[src/rtl/game_pkg.sv]
// +------------------------------------------------------------------+
// | game_pkg: shared game-logic types and constants                  |
// | Rev 1.0                                                          |
// +------------------------------------------------------------------+
`default_nettype none

package game_pkg;

  typedef enum logic [1:0] {
    ARMED    = 2'd0,
    HIT      = 2'd1,
    COOLDOWN = 2'd2
  } state_t;

  typedef logic [3:0] bcd_digit_t;

  localparam logic [15:0] BCD_MAX = 16'h9999;

endpackage

`default_nettype wire

[src/rtl/bcd_incrementer.sv]
// +------------------------------------------------------------------+
// | bcd_incrementer: combinational 4-digit BCD +1 with carry-out     |
// | Rev 1.0                                                          |
// +------------------------------------------------------------------+
`default_nettype none

module bcd_incrementer
  import game_pkg::*;
(
  input  logic [15:0] value,
  output logic [15:0] result,
  output logic        carry_out
);

  logic [4:0] carry;

  assign carry[0]  = 1'b1;
  assign carry_out = carry[4];

  generate
    for (genvar i = 0; i < 4; i++) begin : g_digit
      bcd_digit_t digit;
      logic       wrap;

      assign digit    = value[4*i +: 4];
      assign wrap     = carry[i] && (digit == 4'd9);
      assign carry[i+1] = wrap;
      assign result[4*i +: 4] = wrap ? 4'd0 : (digit + {3'b000, carry[i]});
    end
  endgenerate

endmodule

`default_nettype wire

[src/rtl/collision_score_counter.sv]
// +------------------------------------------------------------------+
// | collision_score_counter: one hit per frame, frame cooldown, BCD  |
// | Rev 1.0                                                          |
// +------------------------------------------------------------------+
`default_nettype none

module collision_score_counter
  import game_pkg::*;
#(
  parameter int          COOLDOWN_FRAMES = 30,
  parameter logic [31:0] FRAME_X0        = 32'd0,
  parameter logic [31:0] FRAME_Y0        = 32'd0
) (
  input  logic        clk,
  input  logic        resetN,
  input  logic        clear,
  input  logic        collision,
  input  logic [31:0] pxl_x,
  input  logic [31:0] pxl_y,
  output logic [15:0] score_bcd,
  output logic        hit_pulse,
  output logic        armed,
  output logic        saturated
);

  localparam int CNT_W = (COOLDOWN_FRAMES > 0) ? $clog2(COOLDOWN_FRAMES + 1) : 1;
  localparam logic [CNT_W-1:0] CNT_LOAD = CNT_W'(COOLDOWN_FRAMES);
  localparam logic [CNT_W-1:0] CNT_ONE  = CNT_W'(1);

  state_t           state, state_next;
  logic [CNT_W-1:0] cnt, cnt_next;
  logic [15:0]      score_next, score_inc;
  logic             hit_next, sat_next, inc_carry;
  logic             match, match_d, sof;

  // Edge-detect the origin so a stalled (0,0) still yields one SOF per frame
  assign match = (pxl_x == FRAME_X0) && (pxl_y == FRAME_Y0);
  assign sof   = match && !match_d;
  assign armed = (state == ARMED);

  bcd_incrementer u_inc (
    .value     (score_bcd),
    .result    (score_inc),
    .carry_out (inc_carry)
  );

  always_ff @(posedge clk or negedge resetN) begin
    if (!resetN) begin
      state     <= ARMED;
      cnt       <= '0;
      match_d   <= 1'b0;
      score_bcd <= 16'h0000;
      hit_pulse <= 1'b0;
      saturated <= 1'b0;
    end else begin
      state     <= state_next;
      cnt       <= cnt_next;
      match_d   <= match;
      score_bcd <= score_next;
      hit_pulse <= hit_next;
      saturated <= sat_next;
    end
  end

  always_comb begin
    state_next = state;
    cnt_next   = cnt;
    score_next = score_bcd;
    hit_next   = 1'b0;
    sat_next   = (score_bcd == BCD_MAX);

    if (clear) begin
      state_next = ARMED;
      cnt_next   = '0;
      score_next = 16'h0000;
      sat_next   = 1'b0;
    end else begin
      case (state)
        ARMED: begin
          if (collision) begin
            hit_next   = 1'b1;
            state_next = HIT;
            // A carry out of the top digit means 9999 -> hold the score
            if (!inc_carry) score_next = score_inc;
          end
        end
        HIT: begin
          if (sof) begin
            if (COOLDOWN_FRAMES == 0) begin
              state_next = ARMED;
            end else begin
              cnt_next   = CNT_LOAD;
              state_next = COOLDOWN;
            end
          end
        end
        COOLDOWN: begin
          if (sof) begin
            if (cnt == CNT_ONE) begin
              state_next = ARMED;
              cnt_next   = '0;
            end else begin
              cnt_next = cnt - CNT_ONE;
            end
          end
        end
        default: begin
          state_next = ARMED;
          cnt_next   = '0;
        end
      endcase
    end
  end

endmodule

`default_nettype wire

[config.mk]
export PLATFORM = sky130hd
export DESIGN_NAME = collision_score_counter
export DESIGN_NICKNAME = d
export VERILOG_FILES = /design/src/rtl/game_pkg.sv /design/src/rtl/bcd_incrementer.sv /design/src/rtl/collision_score_counter.sv
export SDC_FILE = /design/constraint.sdc
export NUM_CORES = 1
export LEC_CHECK = 0
export BUFFER_PORTS_ARGS = -buffer_cell sky130_fd_sc_hd__buf_2
export CORE_MARGIN = 3
export CORE_UTILIZATION = 49
export DETAILED_ROUTE_END_ITERATION = 12
export GPL_TIMING_DRIVEN = 0
export PLACE_DENSITY = 0.95
export SYNTH_ARGS = -nofsm -noshare
export SYNTH_HDL_FRONTEND = slang
export SYNTH_SLANG_ARGS = --single-unit
[constraint.sdc]
create_clock -name clk -period 5.7 [get_ports clk]
set_input_delay 1.14 -clock clk [delete_from_list [all_inputs] [get_ports clk]]
set_output_delay 1.14 -clock clk [all_outputs]
set_load 0.1 [all_outputs]
; ---- Yosys cells after proc, flatten, opt, wreduce, memory -nomap -nowiden
; Cells that the tools add are included.
[op_classes]
n_reduce_logical = 14
addsub = 5
n_eq_ne = 14
muxes = 22
[ops]
columns = op, n
row1 = logical NOT 32 bit, 2
row2 = 2-to-1 mux 16 bit, 4
row3 = 2-to-1 mux 5 bit, 4
row4 = "equality test 16 bit, second input constant", 1
row5 = "equality test 4 bit, second input constant", 4
row6 = case mux 5 bit (3 select lines), 1
row7 = adder 4 x 1 -> 4 bit, 3
row8 = 2-to-1 mux 4 bit, 3
row9 = "!= test 3 bit, second input constant", 4
row10 = 2-to-1 mux 2 bit, 5
row11 = case mux 2 bit (3 select lines), 1
row12 = AND reduction 3 bit, 2
row13 = "equality test 5 x 1 -> 1 bit, second input constant", 1
row14 = logical AND 1 bit, 5
row15 = "subtractor 5 x 1 -> 5 bit, second input constant", 1
row16 = "adder 4 x 1 -> 4 bit, second input constant", 1
row17 = 2-to-1 mux 1 bit, 4
row18 = "!= test 2 bit, second input constant", 2
row19 = AND reduction 4 bit, 1
row20 = nonzero test 2 bit, 2
row21 = "equality test 2 x 1 -> 1 bit, second input constant", 1
row22 = "equality test 2 bit, second input constant", 1
row23 = logical NOT 2 bit, 1
row24 = logical NOT 1 bit, 1
[word_totals]
wordCells = 61
output_inout_bits = 19
reg_bits = 26

; ---- Depth between registers and ports, before layout
[depth]
word_depth = 8
mapped_depth = 11
ltp_nobuf = 10

; ---- Hierarchy
; A second synthesis with hierarchy kept.
[unflattened]
cells_unflattened = 181
hier_area_um2 = 1752.9
[modules_own_cells]
columns = mod, area_each_um2, seq_area_each_um2, cells_each, n_inst
row1 = collision_score_counter, 1390.1, 650.6, 136, 1
row2 = bcd_incrementer, 362.8, 0.0, 45, 1

; ---- Worst setup path after synthesis
; OpenSTA, ideal clock, no wires.
[synth_path]
path_type = register to register
start = register score_bcd[0]
end = register score_bcd[11]
path_buffers = 2
path_stages_with_launch = 9
setup_time_ns = 0.180
setup_slack_ns = 3.021
arrival_ns = 2.499
required_time_ns = 5.520
path_cell_list = dfrtp_1 > ha_1 > and3b_1 > buf_2 > nand3_2 > o311a_1 > buf_2 > a41oi_1 > a311oi_1
[synth_between]
elab_chain_len = 8
[synth_rtl]
columns = element, line_no
row1 = from (decl), collision_score_counter.sv:20  ; output logic [15:0] score_bcd,
row2 = from (signal assigned), collision_score_counter.sv:59  ; score_bcd <= score_next;
row3 = equality test 4 bit (*), bcd_incrementer.sv:26  ; assign wrap = carry[i] && (digit == 4'd9);
row4 = logical AND 1 bit (*), bcd_incrementer.sv:26
row5 = adder 4 x 1 -> 4 bit / logical AND 1 bit (equally long branches), "bcd_incrementer.sv:28, bcd_incrementer.sv:26"
row6 = 2-to-1 mux 4 bit, bcd_incrementer.sv:28  ; assign result[4*i +: 4] = wrap ? 4'd0 : (digit + {3'b000, carry[i]});
row7 = 2-to-1 mux 16 bit, collision_score_counter.sv:84  ; if (!inc_carry) score_next = score_inc;
row8 = 2-to-1 mux 16 bit, collision_score_counter.sv:80  ; if (collision) begin
row9 = 2-to-1 mux 16 bit, collision_score_counter.sv:78  ; case (state)
row10 = 2-to-1 mux 16 bit, collision_score_counter.sv:72  ; if (clear) begin
; Every way passes the cells marked *; elsewhere a longest branch is shown, timed or not. The select of a mux whose other input is x is not followed.
; A chain may end at the register's enable or synchronous reset.

; ---- Worst setup path after layout
[layout_path]
start = register state[1]
end = output port armed
[layout_between]
elab_chain_len = 1
[layout_rtl]
columns = element, line_no
row1 = from (decl), collision_score_counter.sv:30  ; state_t state, state_next;
row2 = from (signal assigned), collision_score_counter.sv:56  ; state <= state_next;
row3 = logical NOT 2 bit, collision_score_counter.sv:39  ; assign armed = (state == ARMED);
row4 = to (decl), collision_score_counter.sv:22  ; output logic armed,
; No other way between the ends.

==> out/results.txt <==
Synthesis-to-layout area growth: 30.2%
FF+latch count, synth: 26
Vias in the first global route: 1676
CTS-repair resized insts: 0
Status: finished clean
Critical Path Fanout Max: 4
Worst path cell trace: inv_1 > ha_1 > buf_2
Endpoints failing setup: 0
Clock Root Buffer: clkbuf_4
Multi-input logic area: 946 um2
Nets: 352
Hold Fails Final Rpt: 0
Most frequent cells after synthesis: dfrtp_1 (26), nand2_1 (20), a21oi_1 (17), nor4_1 (17), ha_1 (14)
Clk Latency, worst-skew pair: 0.33 ns
Post-synth ARST share: 1.00
Die area: 0.00413 mm2
First-pass GRT wire length: 7600 um
Crit-path slowest cell: buf_2
Sequential area share after synthesis: 0.391
Global placement routability congestion: 0.842
Hold/Removal Path Class: reg2reg
Setup TNS: 0 ns
Tot GR Track Use: 0.231
Clock sink count: 26
RSZ-0062 raised after global routing: false
Routed length per instance: 15.0 um
Synth Instances: 180
Starting Density: 0.528
Synth top area cells: dfrtp_1 (39%), ha_1 (11%), nor4_1 (6.4%), a21oi_1 (5.1%), nand2_1 (4.5%)
Overall routed net length: 4670 um
Tcrit/Tclk final: 0.482
Hold wc startpoint: score_bcd[7]
Worst Path Required: 4.56 ns
Core area: 0.00315 mm2
WS Path Type: reg2out
Setup Fix Bufs, Post-CTS: 0
Number of distinct library cells after synthesis: 37
YS warnings: 0
Clock slew seen by the registers of the worst setup and hold paths: 0.14 ns
Critical R2R Launch: score_bcd[1]
Worst Setup End Kind: primary output
Site Rows: 20
Drt pass-1 iters: 4
CTS tree: built
Leakage: 1.10 nW
Final instance area: 0.00217 mm2
Slew headroom: 0.600
Starting DRT DRC Count: 151
# IOs: 87
Die W: 64.3 um
Die height: 64.3 um
DR DRC count: 0
H-tree lvl count: 1
Fill cell count: 275
Clk_skew: 0.00321 ns
Setup crit start kind: register
CP startpoint: state[1]
Post-synth EDFFs: 0
Worst Tran Pin Value: 0.592 ns
Max incr delay on CP: 0.47 ns
Max-cap viol count: 0
Maximum vdd drop: 0.000167 V
Post-synth top area share: 0.391
Largest net degree at the start of global routing: 27
Syn avg cell area: 9.24 um2
Maximum buffer depth of the clock tree: 2
HPWL Detailed: 3740 um
Buffers on Ports: 85
Mapped Area: 0.00166 mm2
Storage cell area: 651 um2
Grt total ovfl: 0
Count leader, synth: dfrtp_1
Fin. max-slew vios: 0
Syn_nets: 262
Antenna diodes: 0
PwrDens: 197 mW/mm2
DP Area: 0.00214 mm2
Fraction of layout cells with a size suffix above 1: 0.369
Via count: 1786
Post-cts hold buffer count: 0
Period minus WS final: 2.75 ns
Number of CTS-inserted buffers: 3
Worst endpoint data arrival time: 1.61 ns
DRT antenna net count: 0
Ys flop type: dfrtp_1
Via density per instance: 5.72
F_max: 364 MHz
Yosys top cell by area: dfrtp_1
Initial antenna violation count: 0
==> flip-flops by register name, indices dropped and copies added (netlist names) <==
signal	cells
score_bcd	16
cnt	5
state	2
hit_pulse	1
match_d	1
saturated	1
==> cell type report <==
cell class / count / share of cell area
repair buffers: 85 / 0.196
flip-flops and latches: 26 / 0.300
well taps: 44 / 0.0254
plain buffers: 6 / 0.0121
multi-input cells: 137 / 0.436
inverters: 11 / 0.0191
clock buffers: 3 / 0.0104
==> metrics by stage <==
step | hold WS, ns | util | setup WS (ns) | std cells | total power (W)
6_report | 0.531 | 0.687 | 2.95 | 312 | 0.000428
5_1_grt | 0.556 | 0.687 | 2.89 | 312 | 0.000452
4_1_cts | 0.535 | 0.687 | 2.97 | 312 | 0.000428
3_5_place_dp | 0.505 | 0.680 | 2.81 | 309 | 0.000349
3_3_place_gp | 0.499 | 0.680 | 2.85 | 309 | 0.000343
2_1_floorplan | 0.478 | - | 3.02 | 180 | 0.000300
==> critical path: cells and delay by family (launching register included) <==
kind                       cells  cell delay, ns
buffers and inverters          2            0.58
DFF                            1            0.44
adders and majority gates      1            0.26
==> layer usage <==
layer | up-vias | track usage | wire length [um]
li1 | 851 | - | -
met1 | 861 | 0.308 | 1940
met3 | 9 | 0.0228 | 245
met2 | 65 | 0.389 | 2420
met5 | - | 0 | 0
met4 | 0 | 0.0792 | 78
==> cells in the final DEF (no fill, tap or decap), types with 2 or more instances in the layout <==
cell and instances:
a21oi_1 17, a311oi_1 2, a41oi_1 3, and4bb_2 2, buf_2 88, clkbuf_1 3
clkbuf_4 3, dfrtp_1 26, ha_1 14, inv_1 11, nand2_1 20, nand3_1 7
nand3b_1 2, nand4_1 5, nor2_1 10, nor3_1 5, nor4_1 17, o21ai_0 6
o2bb2ai_1 3, or3_1 3, xor2_1 4
==> power breakdown <==
group	internal (W)	switching [W]	total, W
Combinational	0.0000479	0.000101	0.000149
Clock	0.0000249	0.0000550	0.0000798
Sequential	0.000191	0.00000787	0.000199
Total	0.000264	0.000164	0.000428
==> cells by family after synthesis <==
kind of cell | share of synthesized area
xor gates and xnor gates | 0.0263
adders and majority gates | 0.105
AOI/OAI and AO/OA | 0.171
and+or+nand+nor | 0.259
buffers and inverters | 0.0406
muxes | 0.00602
DFF | 0.391
==> final timing paths <==
check,end,slack [ns],cells past startpoint
max,armed,2.95,3
min,score_bcd[7],0.53,1
max reg2reg,score_bcd[1],3.39,10
min reg2reg,score_bcd[7],0.53,1
max in group asynchronous,cnt[1],4.53,1
min in group asynchronous,score_bcd[6],0.79,1
No activity file was read; power rests on OpenSTA's default activity.
